<file path="config.mk">
export PLATFORM = sky130hd
export DESIGN_NAME = glitch_sequencer
export DESIGN_NICKNAME = d
export VERILOG_FILES = /design/src/rtl/glitch_sequencer.sv
export SDC_FILE = /design/constraint.sdc
export NUM_CORES = 1
export LEC_CHECK = 0
export BUFFER_PORTS_ARGS = -buffer_cell sky130_fd_sc_hd__clkbuf_2
export CAP_MARGIN = 30
export CORE_AREA = 5 5 176 136
export CTS_BUF_LIST = sky130_fd_sc_hd__clkbuf_16
export DETAILED_ROUTE_END_ITERATION = 7
export DIE_AREA = 0 0 181 141
export GPL_TIMING_DRIVEN = 0
export HOLD_SLACK_MARGIN = 0.08
export PLACE_DENSITY_LB_ADDON = 0.15
export SLEW_MARGIN = 15
export SYNTH_ARGS = -nofsm -noshare
export SYNTH_HDL_FRONTEND = slang
export SYNTH_SLANG_ARGS = --single-unit
</file>
<file path="constraint.sdc">
create_clock -name clk -period 3.9 [get_ports clk]
set_input_delay 0.195 -clock clk [delete_from_list [all_inputs] [get_ports clk]]
set_output_delay 0.195 -clock clk [all_outputs]
set_load 0.01 [all_outputs]
</file>
<file path="src/rtl/glitch_sequencer.sv">
//==============================================================================
// Module   : glitch_sequencer
// Purpose  : Armed, edge-triggered multi-pulse glitch generator with
//            programmable delay, pulse width, gap, count and output polarity.
// Revision : 1.0 - initial release
//==============================================================================
`default_nettype none

module glitch_sequencer #(
    parameter int CNT_W      = 32,
    parameter int PCNT_W     = 8,
    parameter int OUT_ACTIVE = 1
) (
    input  logic              clk,
    input  logic              rst_n,
    input  logic              arm,
    input  logic              abort,
    input  logic              trig,
    input  logic              trig_pol,
    input  logic              auto_rearm,
    input  logic [CNT_W-1:0]  delay,
    input  logic [CNT_W-1:0]  width,
    input  logic [CNT_W-1:0]  gap,
    input  logic [PCNT_W-1:0] count,
    output logic              glitch_out,
    output logic              armed,
    output logic              busy,
    output logic              done,
    output logic [PCNT_W-1:0] pulses_left
);

    localparam logic [2:0] c_s_idle  = 3'd0;
    localparam logic [2:0] c_s_armed = 3'd1;
    localparam logic [2:0] c_s_delay = 3'd2;
    localparam logic [2:0] c_s_pulse = 3'd3;
    localparam logic [2:0] c_s_gap   = 3'd4;

    localparam logic [CNT_W-1:0]  c_cnt_one = {{(CNT_W-1){1'b0}}, 1'b1};
    localparam logic [PCNT_W-1:0] c_pl_one  = {{(PCNT_W-1){1'b0}}, 1'b1};
    localparam logic              c_on      = (OUT_ACTIVE != 0);
    localparam logic              c_off     = !c_on;

    logic [2:0]        r_state;
    logic [CNT_W-1:0]  r_cnt;
    logic [PCNT_W-1:0] r_pl;
    logic              r_done;
    logic              r_glitch;
    logic              r_armed;
    logic              r_busy;
    logic              r_trig_q;

    logic [CNT_W-1:0]  r_delay;
    logic [CNT_W-1:0]  r_width;
    logic [CNT_W-1:0]  r_gap;
    logic [PCNT_W-1:0] r_count;
    logic              r_pol;
    logic              r_rearm;

    logic [2:0]        w_state_nxt;
    logic [CNT_W-1:0]  w_cnt_nxt;
    logic [PCNT_W-1:0] w_pl_nxt;
    logic              w_done_nxt;
    logic              w_start;
    logic              w_finish;
    logic              w_edge;
    logic              w_arm_ok;

    assign w_edge   = (trig != r_trig_q) && (trig == r_pol);
    assign w_arm_ok = (r_state == c_s_idle) && arm && !abort;

    always_comb begin
        w_state_nxt = r_state;
        w_cnt_nxt   = r_cnt;
        w_pl_nxt    = r_pl;
        w_done_nxt  = 1'b0;
        w_start     = 1'b0;
        w_finish    = 1'b0;

        case (r_state)
            c_s_idle: begin
                if (arm) w_state_nxt = c_s_armed;
            end
            c_s_armed: begin
                if (w_edge) begin
                    w_pl_nxt = r_count;
                    if (r_delay == '0) begin
                        w_start = 1'b1;
                    end else begin
                        w_state_nxt = c_s_delay;
                        w_cnt_nxt   = r_delay - c_cnt_one;
                    end
                end
            end
            c_s_delay, c_s_gap: begin
                if (r_cnt == '0) w_start = 1'b1;
                else             w_cnt_nxt = r_cnt - c_cnt_one;
            end
            c_s_pulse: begin
                if (r_cnt == '0) begin
                    w_pl_nxt = r_pl - c_pl_one;
                    if (r_pl > c_pl_one) begin
                        // Zero gap chains straight into the next pulse.
                        if (r_gap == '0) begin
                            w_cnt_nxt = r_width - c_cnt_one;
                        end else begin
                            w_state_nxt = c_s_gap;
                            w_cnt_nxt   = r_gap - c_cnt_one;
                        end
                    end else begin
                        w_finish = 1'b1;
                    end
                end else begin
                    w_cnt_nxt = r_cnt - c_cnt_one;
                end
            end
            default: w_state_nxt = c_s_idle;
        endcase

        if (w_start) begin
            if ((r_count == '0) || (r_width == '0)) begin
                w_finish = 1'b1;
            end else begin
                w_state_nxt = c_s_pulse;
                w_cnt_nxt   = r_width - c_cnt_one;
            end
        end

        if (w_finish) begin
            w_done_nxt  = 1'b1;
            w_state_nxt = r_rearm ? c_s_armed : c_s_idle;
        end

        if (abort) begin
            w_state_nxt = c_s_idle;
            w_cnt_nxt   = '0;
            w_pl_nxt    = '0;
            w_done_nxt  = 1'b0;
        end
    end

    always_ff @(posedge clk or negedge rst_n) begin
        if (!rst_n) begin
            r_state  <= c_s_idle;
            r_cnt    <= '0;
            r_pl     <= '0;
            r_done   <= 1'b0;
            r_glitch <= c_off;
            r_armed  <= 1'b0;
            r_busy   <= 1'b0;
            r_trig_q <= 1'b0;
            r_delay  <= '0;
            r_width  <= '0;
            r_gap    <= '0;
            r_count  <= '0;
            r_pol    <= 1'b0;
            r_rearm  <= 1'b0;
        end else begin
            r_trig_q <= trig;
            r_state  <= w_state_nxt;
            r_cnt    <= w_cnt_nxt;
            r_pl     <= w_pl_nxt;
            r_done   <= w_done_nxt;
            r_glitch <= (w_state_nxt == c_s_pulse) ? c_on : c_off;
            r_armed  <= (w_state_nxt == c_s_armed);
            r_busy   <= (w_state_nxt == c_s_delay) || (w_state_nxt == c_s_pulse) ||
                        (w_state_nxt == c_s_gap);
            if (w_arm_ok) begin
                r_delay <= delay;
                r_width <= width;
                r_gap   <= gap;
                r_count <= count;
                r_pol   <= trig_pol;
                r_rearm <= auto_rearm;
            end
        end
    end

    assign glitch_out  = r_glitch;
    assign armed       = r_armed;
    assign busy        = r_busy;
    assign done        = r_done;
    assign pulses_left = r_pl;

endmodule

`default_nettype wire

</file>
; ---- Word-level counts from Yosys, hierarchy flattened
; Index checks and enable logic that the tools add are counted.
[totals]
elab_cells = 86
output_inout_bits = 12
in_bits = 111
ff_bits = 154
[classes]
reduce_logical = 16
add_sub_neg = 5
eq_ne = 12
muxes = 38
magnitude_cmp = 1
[op_table]
columns = operator, n
row1 = 2-to-1 mux 32 bit, 9
row2 = logical NOT 32 bit, 4
row3 = "subtractor 32 x 1 -> 32 bit, second input constant", 4
row4 = one-hot mux 32 bit (3 select lines), 1
row5 = 2-to-1 mux 3 bit, 10
row6 = 2-to-1 mux 8 bit, 3
row7 = one-hot mux 8 bit (2 select lines), 1
row8 = "== test 3 x 2 -> 1 bit, second input constant", 4
row9 = 2-to-1 mux 1 bit, 12
row10 = one-hot mux 3 bit (4 select lines), 1
row11 = "greater-than comparator 8 x 1 -> 1 bit, second input constant", 1
row12 = logical NOT 8 bit, 1
row13 = "subtractor 8 x 1 -> 8 bit, second input constant", 1
row14 = "== test 3 x 1 -> 1 bit, second input constant", 2
row15 = "== test 3 bit, second input constant", 2
row16 = "!= test 3 bit, second input constant", 2
row17 = logical AND 1 bit, 3
row18 = logical NOT 3 bit, 1
row19 = logical OR 1 bit, 3
row20 = AND reduction 3 bit, 1
row21 = nonzero test 3 bit, 1
row22 = one-hot mux 1 bit (2 select lines), 1
row23 = OR reduction 2 bit, 1
row24 = == test 1 bit, 1
row25 = other kinds (2), 2

; ---- Logic depth before layout (Yosys ltp)
; Gate-level depths: netlist (run 1).
[depth]
depth_word = 12
mapped_depth = 12
mapped_depth_nobuf = 9

; ---- Least setup slack after synthesis (run 1)
; No wires, ideal clock.
[synth_path]
kind = register to register
from = register r_gap[0]
to = register r_cnt[7]
setup_ns = 0.137
path_slack_ns = 0.938
t_required_ns = 3.763
period_less_slack_ns = 2.962
path_stages_with_launch = 12
t_arrival_ns = 2.825
n_path_buf = 3
cell_sequence = dfrtp_1 inv_1 ha_1 or4b_1 clkbuf_1 or4_1 clkbuf_1 nor3_2 buf_2 o21ai_0 a221oi_1 a21oi_1
[synth_between]
elab_chain_cells = 8
elab_cells_between_ends = 9
cone_classes = add/sub (1) / mux (7) / reduce/logical (1)
[synth_lines]
columns = element, line_no
row1 = from (decl), 54  ; logic [CNT_W-1:0] r_gap;
row2 = from (signal assigned), 170  ; r_gap <= gap;
row3 = subtractor 32 x 1 -> 32 bit or logical NOT 32 bit (tied branches), "107, 103"
row4 = 2-to-1 mux 32 bit *, 103  ; if (r_gap == '0) begin
row5 = 2-to-1 mux 32 bit *, 101  ; if (r_pl > c_pl_one) begin
row6 = 2-to-1 mux 32 bit *, 99  ; if (r_cnt == '0) begin
row7 = one-hot mux 32 bit (3 select lines) *, 79  ; case (r_state)
row8 = 2-to-1 mux 32 bit, 120  ; if ((r_count == '0) || (r_width == '0)) begin
row9 = 2-to-1 mux 32 bit *, 119  ; if (w_start) begin
row10 = 2-to-1 mux 32 bit *, 133  ; if (abort) begin
row11 = via w_cnt_nxt[7], 60  ; logic [CNT_W-1:0] w_cnt_nxt;
row12 = to (signal assigned), 160  ; r_cnt <= w_cnt_nxt;
row13 = to (decl), 44  ; logic [CNT_W-1:0] r_cnt;
; The timed path passes the listed nets; every way through them passes the cells marked *.
; A chain may end at the register's enable or synchronous reset.

; ---- Worst setup path after layout (run 1)
[layout_path]
from = register r_width[8]
to = register r_cnt[13]
[layout_between]
elab_chain_cells = 8
elab_cells_between_ends = 10
cone_classes = add/sub (1) / mux (7) / reduce/logical (2)
[layout_lines]
columns = element, line_no
row1 = from (decl), 53  ; logic [CNT_W-1:0] r_width;
row2 = from (signal assigned), 169  ; r_width <= width;
row3 = subtractor 32 x 1 -> 32 bit, "104, 124"
row4 = 2-to-1 mux 32 bit, 103
row5 = 2-to-1 mux 32 bit, 101
row6 = 2-to-1 mux 32 bit, 99
row7 = one-hot mux 32 bit (3 select lines), 79
row8 = 2-to-1 mux 32 bit, 120
row9 = 2-to-1 mux 32 bit *, 119
row10 = 2-to-1 mux 32 bit *, 133
row11 = via w_cnt_nxt[13], 60
; Marks and branches as above.

==> key figures, run 1 <==
Logic synthesis
  • Number of synthesis warnings: 0
  • Mean post-synth cell area: 9.542 sq um
  • Netlist Area Pre-Place: 9904 sq um
  • Synth Net Count: 1157
  • Dominant synthesized flop cell: dfrtp_1
  • Post-Synthesis Cells: 1038
  • Post-synth EDFFs: 0
  • Synth Register Bits: 154
  • Register area share after synthesis: 38.91%
  • Ys async rst share: 100.0%
  • Synth cell types: 79

Cells and area
  • Fraction of layout cells with a size suffix above 1: 23.44%
  • Filler cell count: 2059
  • ANT cells: 0
  • Final cell count without fillers: 1610
  • Most common cell after layout, fill and taps aside: dfrtp_1
  • Register Area: 3854 sq um
  • P&R area growth vs syn: 27.70%
  • Final net count: 1416
  • Multi-input logic area: 5766 sq um
  • Most frequent cells in the layout: dfrtp_1 (154), clkbuf_2 (121), dlygate4sd3_1 (109)
  • Final Cell Area: 12650 sq um

Clocking
  • Worst-path clk slew: 0.07 ns
  • TritonCTS Buffers: 17
  • H-tree Lvls: 4
  • Longest Clk Path Bufs: 2
  • CTS tree: done
  • Root Driver: clkbuf_16
  • Worst skew pair latency: 0.45 ns
  • Clock Sinks: 154

Pwr
  • Worst ir drop on vdd: 0.4671 mV
  • Pwr dens: 775.0 nW/um^2
  • Leakage power: 5.055 nW

Worst hold path
  • WHS Endpoint: r_state[0]
  • Hold WC Path Type: input pin to register
  • Hold path depth: 5
  • HP Start: arm

Timing
  • Fin crit period: 3.794 ns
  • Final hold violation count: 0
  • Fmax achieved: 263.6 MHz
  • # setup viols final: 0
  • Slew @ Worst Pin: 1.049 ns
  • RSZ-0062 raised after global routing: no
  • Final period util: 97.28%
  • Pins Over Slew Limit: 0
  • Clock Skew: 0.01376 ns
  • Worst relative slew slack: 29.41%
  • Setup TNS: 0 ns

Critical path
  • Worst reg2reg path depth: 8
  • Worst r2r src: r_width[8]
  • Worst R2R End: r_cnt[13]
  • Crit path max fanout: 10
  • CP Data Required Time: 4.24 ns
  • Slowest stage delay, CP: 0.69 ns
  • R2R setup slack: 0.11 ns
  • Crit end category: register
  • Crit-path slowest cell: nor4_1
  • CP arrival: 4.14 ns
  • Worst Setup Path Type: register to register
  • Startpoint types: register
  • Cell Chain, Critical Path: nor4_1, nand3_1, nor4_2, a22oi_1, nand2_1, clkbuf_1, nor2_1, a211oi_1

Routing
  • DR vias: 9721
  • WL final: 34350 um
  • 1st-pass router iterations: 6
  • Vias per Instance: 6.038
  • DRT antenna net count: 0
  • Drt drc: 0
  • Wire length per cell: 21.33 um
  • DRT iter0 DRCs: 945

Placed design
  • Routability cong.: 0.9607
  • Port bufs: 122
  • Placed Area: 10960 sq um
  • Detailed placer's ending HPWL: 25780 um
  • DP Cell Count: 1464

Floorplan
  • Core area: 22280 sq um
  • Initial Utilization: 44.45%
  • Site row count: 48
  • Die ar.: 25520 sq um
  • I/O pin total: 123
  • Die X: 181 um
  • Die height: 141 um

GRT
  • Global-route wire length before repair: 53450 um
  • GRT Total Usage: 26.65%
  • Total gr overflow: 0
  • Pin count of the biggest net entering global routing: 92
  • Initial antenna violation count: 1
  • Vias in the first global route: 9426

Run status
  • Status: completed

Flow run
  • Max-cap violations: 0
worst max-delay path: cells and delay by family, from the launching register on:
family | cells | cell delay, ns
AO/OA/AOI/OAI | 2 | 0.61
buffers and inverters | 1 | 0.53
AND/OR/NAND/NOR | 5 | 2.11
flip-flops | 1 | 0.43
routing by layer:
metal	track usage, %	share of wire [%]
met5	0	0.038
met2	39.05	43
met4	8.291	2.5
met3	8.589	9.9
met1	37.70	44
cell families (layout without fill, tap and decap cells):
family | Yosys count | in the layout | synth area share, %
multiplexers | 111 | 111 | 12.57
adder cells (fa/ha/maj) | 8 | 8 | 1.011
XOR/XNOR | 78 | 78 | 6.897
AO/OA/AOI/OAI | 229 | 229 | 16.28
AND/OR/NAND/NOR | 381 | 381 | 21.00
buffers and inverters | 77 | 349 | 3.335
flip-flops | 154 | 154 | 38.91
what timing repair did:
action | CTS | global route
pin swaps | 1 | 4
hold endpoints to repair | 172 | 0
setup endpoints to repair | 4 | 38
gates resized for setup | 1 | 3
gates cloned | 0 | 0
setup buffers | 0 | 4
hold buffers | 109 | 0
registers in the layout, summed over array words and instances, names as in the netlist:
signal,count
r_cnt,32
glitch_out,1
pulses_left,8
r_delay,32
r_trig_q,1
r_rearm,1
r_pol,1
busy,1
armed,1
done,1
r_width,32
r_gap,32
r_count,8
r_state,3
worst max-delay path by stage:
stage,start,to,cells past startpoint
floorplan,r_gap[0],r_cnt[7],11
global placement,r_delay[4],r_cnt[17],7
detailed placement,r_cnt[0],r_cnt[6],10
CTS,r_cnt[0],r_cnt[6],10
global route,r_width[8],r_cnt[14],8
finish,r_width[8],r_cnt[13],8
synthesized netlist by cell type (all sizes together), types with 11 or more instances:
library cell	n	area, sq um
dfrtp	154	3854
mux2	107	1205
nor2	93	349.1
nor4	55	365.3
xnor2	53	464.2
nor3	47	256.5
clkbuf	46	172.7
nand2	44	165.2
o21ai	41	205.2
a21oi	32	160.2
nand3	29	145.1
a211oi	28	210.2
xor2	25	219.0
or3	20	135.1
inv	19	71.32
or4	19	146.4
nand4	17	106.4
o211ai	17	127.6
a221oi	15	137.6
o22ai	14	87.58
buf	12	86.32
or2	12	75.07
nand2b	11	68.82
per-stage QoR:
step / setup WS (ns) / total power [mW] / hold slack (ns) / util, %
global route: 0.008815 / 10.37 / 0.2828 / 56.77
CTS: -0.01998 / 9.507 / 0.2389 / 56.50
finish: 0.1062 / 9.803 / 0.2476 / 56.77
global placement: -0.2499 / 7.831 / 0.3373 / 48.88
detailed placement: -0.09212 / 7.845 / 0.2202 / 49.20
floorplan: 0.9384 / 6.289 / -0.1006 / -
final cells by class:
cell class              count  area share (%)
well taps                 300           2.968
clock buffers              17           3.363
flip-flops and latches    154           30.47
inverters                  19          0.5639
repair buffers            240           14.18
plain buffers              58           2.048
multi-input cells         807           45.58
clock inverters            15          0.8309
where the power goes:
group / internal, mW / switching, mW
logic: 2.18 / 2.96
clock network: 0.811 / 0.729
registers: 2.23 / 0.884
total: 5.23 / 4.58
Power figures use the tool's default switching activity.
==> run 2: changes to the inputs <==
--- a/config.mk
+++ b/config.mk
@@ -7,10 +7,10 @@
 export LEC_CHECK = 0
 export BUFFER_PORTS_ARGS = -buffer_cell sky130_fd_sc_hd__clkbuf_2
 export CAP_MARGIN = 30
-export CORE_AREA = 5 5 176 136
-export CTS_BUF_LIST = sky130_fd_sc_hd__clkbuf_16
+export CORE_AREA = 5 5 169 130
+export CTS_BUF_LIST = sky130_fd_sc_hd__clkbuf_4 sky130_fd_sc_hd__clkbuf_8
 export DETAILED_ROUTE_END_ITERATION = 7
-export DIE_AREA = 0 0 181 141
+export DIE_AREA = 0 0 174 135
 export GPL_TIMING_DRIVEN = 0
 export HOLD_SLACK_MARGIN = 0.08
 export PLACE_DENSITY_LB_ADDON = 0.15
==> run 2 against run 1 <==
  * The flow now finishes with violations (negative setup slack)
  * Cell area down 1.3%
  * Global-route usage grew 2.2 points
  * Combinational power down 0.8%
  * Clock power down 13%
  * Die area decreased by 8.0%
  * Sequential power barely moved
  * Register-to-register slack worse by 0.15 ns
  * Largest power group unchanged
  * First-iteration DRC count up 25%
  * Clock skew up 0.0012 ns
  * Critical path depth is 3 higher
  * Setup slack worse by 0.15 ns
  * Total power decreased by 2.4%
==> key figures, run 2 (synthesized netlist as in run 1, its figures left out) <==
Pwr
  • Psw: 4.548 mW (was 4.577 mW)
  • Final Power: 9.567 mW (was 9.803 mW)
  • Clock power frac: 14.0% (was 15.7%)
  • P_int: 5.019 mW (was 5.225 mW)
  • Seq pwr share: 32.6% (was 31.8%)
  • Worst ir drop on vdd: 0.5772 mV (was 0.4671 mV)
  • Switching share of total power: 47.54% (was 46.70%)
  • Pwr dens: 766.3 nW/um^2 (was 775.0 nW/um^2)
  • Leakage power: 5.007 nW (was 5.055 nW)
  • Gate power share: 53.4% (was 52.5%)

Routing
  • 1st-pass router iterations: 7 (was 6)
  • WL final: 34140 um (was 34350 um)
  • DRT iter0 DRCs: 1182 (was 945)
  • Drt drc: 0 (unchanged)
  • DRT antenna net count: 0 (unchanged)
  • Vias per Instance: 6.257 (was 6.038)
  • DR vias: 9799 (was 9721)
  • Wire length per cell: 21.80 um (was 21.33 um)

Cells and area
  • Final net count: 1415 (was 1416)
  • Most frequent cells in the layout: dfrtp_1 (154), clkbuf_2 (121), dlygate4sd3_1 (109) (unchanged)
  • Final Cell Area: 12490 sq um (was 12650 sq um)
  • Fraction of layout cells with a size suffix above 1: 23.62% (was 23.44%)
  • P&R area growth vs syn: 26.06% (was 27.70%)
  • Most common cell after layout, fill and taps aside: dfrtp_1 (unchanged)
  • ANT cells: 0 (unchanged)

Timing
  • Setup WS post-layout: -0.04137 ns (was 0.1062 ns)
  • Fin crit period: 3.941 ns (was 3.794 ns)
  • Setup TNS: -0.04137 ns (was 0 ns)
  • Fmax achieved: 253.7 MHz (was 263.6 MHz)
  • Final hold violation count: 0 (unchanged)
  • RSZ-0062 raised after global routing: yes (was no)
  • Worst hold slack: 0.2208 ns (was 0.2476 ns)
  • Slew @ Worst Pin: 0.9287 ns (was 1.049 ns)
  • Final period util: 101.1% (was 97.28%)
  • Worst relative slew slack: 37.52% (was 29.41%)
  • # setup viols final: 1 (was 0)
  • Clock Skew: 0.01500 ns (was 0.01376 ns)
  • Pins Over Slew Limit: 0 (unchanged)

Critical path
  • Worst Setup Path Type: register to register (unchanged)
  • CP Data Required Time: 4.20 ns (was 4.24 ns)
  • Critical Path Most Common Cell: clkbuf_1
  • Crit path max fanout: 7 (was 10)
  • Crit-path leading delay family: simple AND/OR/NAND/NOR gates (unchanged)
  • Crit end category: register (unchanged)
  • Slowest stage delay, CP: 0.55 ns (was 0.69 ns)
  • Startpoint types: register (unchanged)
  • Cell Chain, Critical Path: inv_1, ha_1, or4b_1, clkbuf_1, or4_1, clkbuf_1, nor3_4, nor3_1, a211oi_1, nor2_1, a21boi_0 (was nor4_1, nand3_1, nor4_2, a22oi_1, nand2_1, clkbuf_1, nor2_1, a211oi_1)
  • Number of buffers and inverters on the critical path: 3 (was 1)
  • Crit-path slowest cell: dfrtp_1 (was nor4_1)
  • CP arrival: 4.24 ns (was 4.14 ns)

Floorplan
  • Die height: 135 um (was 141 um)
  • I/O pin total: 123 (unchanged)
  • Initial Utilization: 49.41% (was 44.45%)
  • Die ar.: 23490 sq um (was 25520 sq um)
  • Core area: 20040 sq um (was 22280 sq um)
  • Site row count: 45 (was 48)
  • Die X: 174 um (was 181 um)

Placed design
  • Routability cong.: 1.002 (was 0.9607)
  • Detailed placer's ending HPWL: 25490 um (was 25780 um)
  • Placed Area: 10910 sq um (was 10960 sq um)
  • Port bufs: 122 (unchanged)

GRT
  • Initial antenna violation count: 0 (was 1)
  • GRT Total Usage: 28.85% (was 26.65%)
  • Pin count of the biggest net entering global routing: 95 (was 92)
  • Vias in the first global route: 9446 (was 9426)
  • Global-route wire length before repair: 52850 um (was 53450 um)
  • Total gr overflow: 0 (unchanged)

Clocking
  • Root Driver: clkbuf_8 (was clkbuf_16)
  • Worst-path clk slew: 0.10 ns (was 0.07 ns)
  • TritonCTS Buffers: 17 (unchanged)
  • H-tree Lvls: 4 (unchanged)
  • Clock Sinks: 154 (unchanged)
  • CTS tree: done (unchanged)
  • Longest Clk Path Bufs: 2 (unchanged)
  • Worst skew pair latency: 0.48 ns (was 0.45 ns)

Run status
  • Failing checks: negative setup slack
  • Status: complete, but fails checks (was completed)

Flow run
  • Max-cap violations: 0 (unchanged)

Worst hold path
  • Hold WC Path Type: input pin to register (unchanged)
## run 2: cell types whose count changed in the layout (fill, tap and decap cells not counted), moves of 2 or more
cell	delta
bufinv_16	+3
inv_8	+2
clkbuf_8	+17
clkinvlp_4	-3
buf_2	+2
inv_1	-2
clkbuf_16	-17
buf_4	-3
## run 2: final timing paths
path                       startpoint           to  slack [ns]  depth (start not counted)
setup / recovery             r_gap[0]    r_cnt[23]       -0.04                         11
hold / removal                    arm   r_state[0]        0.22                          5
hold reg to reg               r_rearm      r_rearm        0.54                          1
setup reg to reg             r_gap[0]    r_cnt[23]       -0.04                         11
min in group asynchronous       rst_n   r_count[5]        0.24                          2
max in group asynchronous       rst_n  r_width[13]        2.81                          3
## run 2: layout make-up
cell class                 count  area, sq um
sequential                   154         3854
clock inverter                14        183.9
fill                        1753         7559
multi-input combinational    807         5781
buffer                        58        259.0
tap                          258        322.8
inverter                      19        71.32
timing repair buffer         239         1780
clock buffer                  17        234.0
## run 2: metal layers
layer	global-route usage [%]	vias to the layer above	wire length, um
met5	0	-	0
met4	8.176	0	690
met3	7.361	58	3172
met2	43.55	447	15100
met1	41.25	4827	15180
li1	-	4467	-
## run 2: power groups by stage
stage	combinational, mW	sequential [mW]	clock [mW]
2_1_floorplan	3.47	2.82	0
3_3_place_gp	4.74	3.08	0
3_5_place_dp	4.73	3.10	0
4_1_cts	4.85	3.07	1.36
5_1_grt	5.44	3.20	1.43
6_report	5.11	3.12	1.34
## run 2: timing repair
item                                    CTS  global route
hold buffers                            109             0
endpoints found under the setup margin    5            31
hold endpoints to repair                169             0
buffers inserted                          0             3
pin swaps                                 1             1
resized for setup                         2             5
## run 2: stage by stage
stage	setup slack (ns)	cells	util (%)
floorplan	0.9384	1038	-
global placement	-0.2791	1418	54.07
detailed placement	-0.04947	1423	54.41
CTS	0.02190	1563	62.00
global route	-0.06736	1566	62.29
finish	-0.04137	1566	62.29
## run 2: worst register-to-register path, cell delays in order (launching register included)
cell      delay [ns]
dfrtp_1         0.55
inv_1           0.12
ha_1            0.20
or4b_1          0.43
clkbuf_1        0.22
or4_1           0.51
clkbuf_1        0.28
nor3_4          0.47
nor3_1          0.17
a211oi_1        0.27
nor2_1          0.06
a21boi_0        0.47
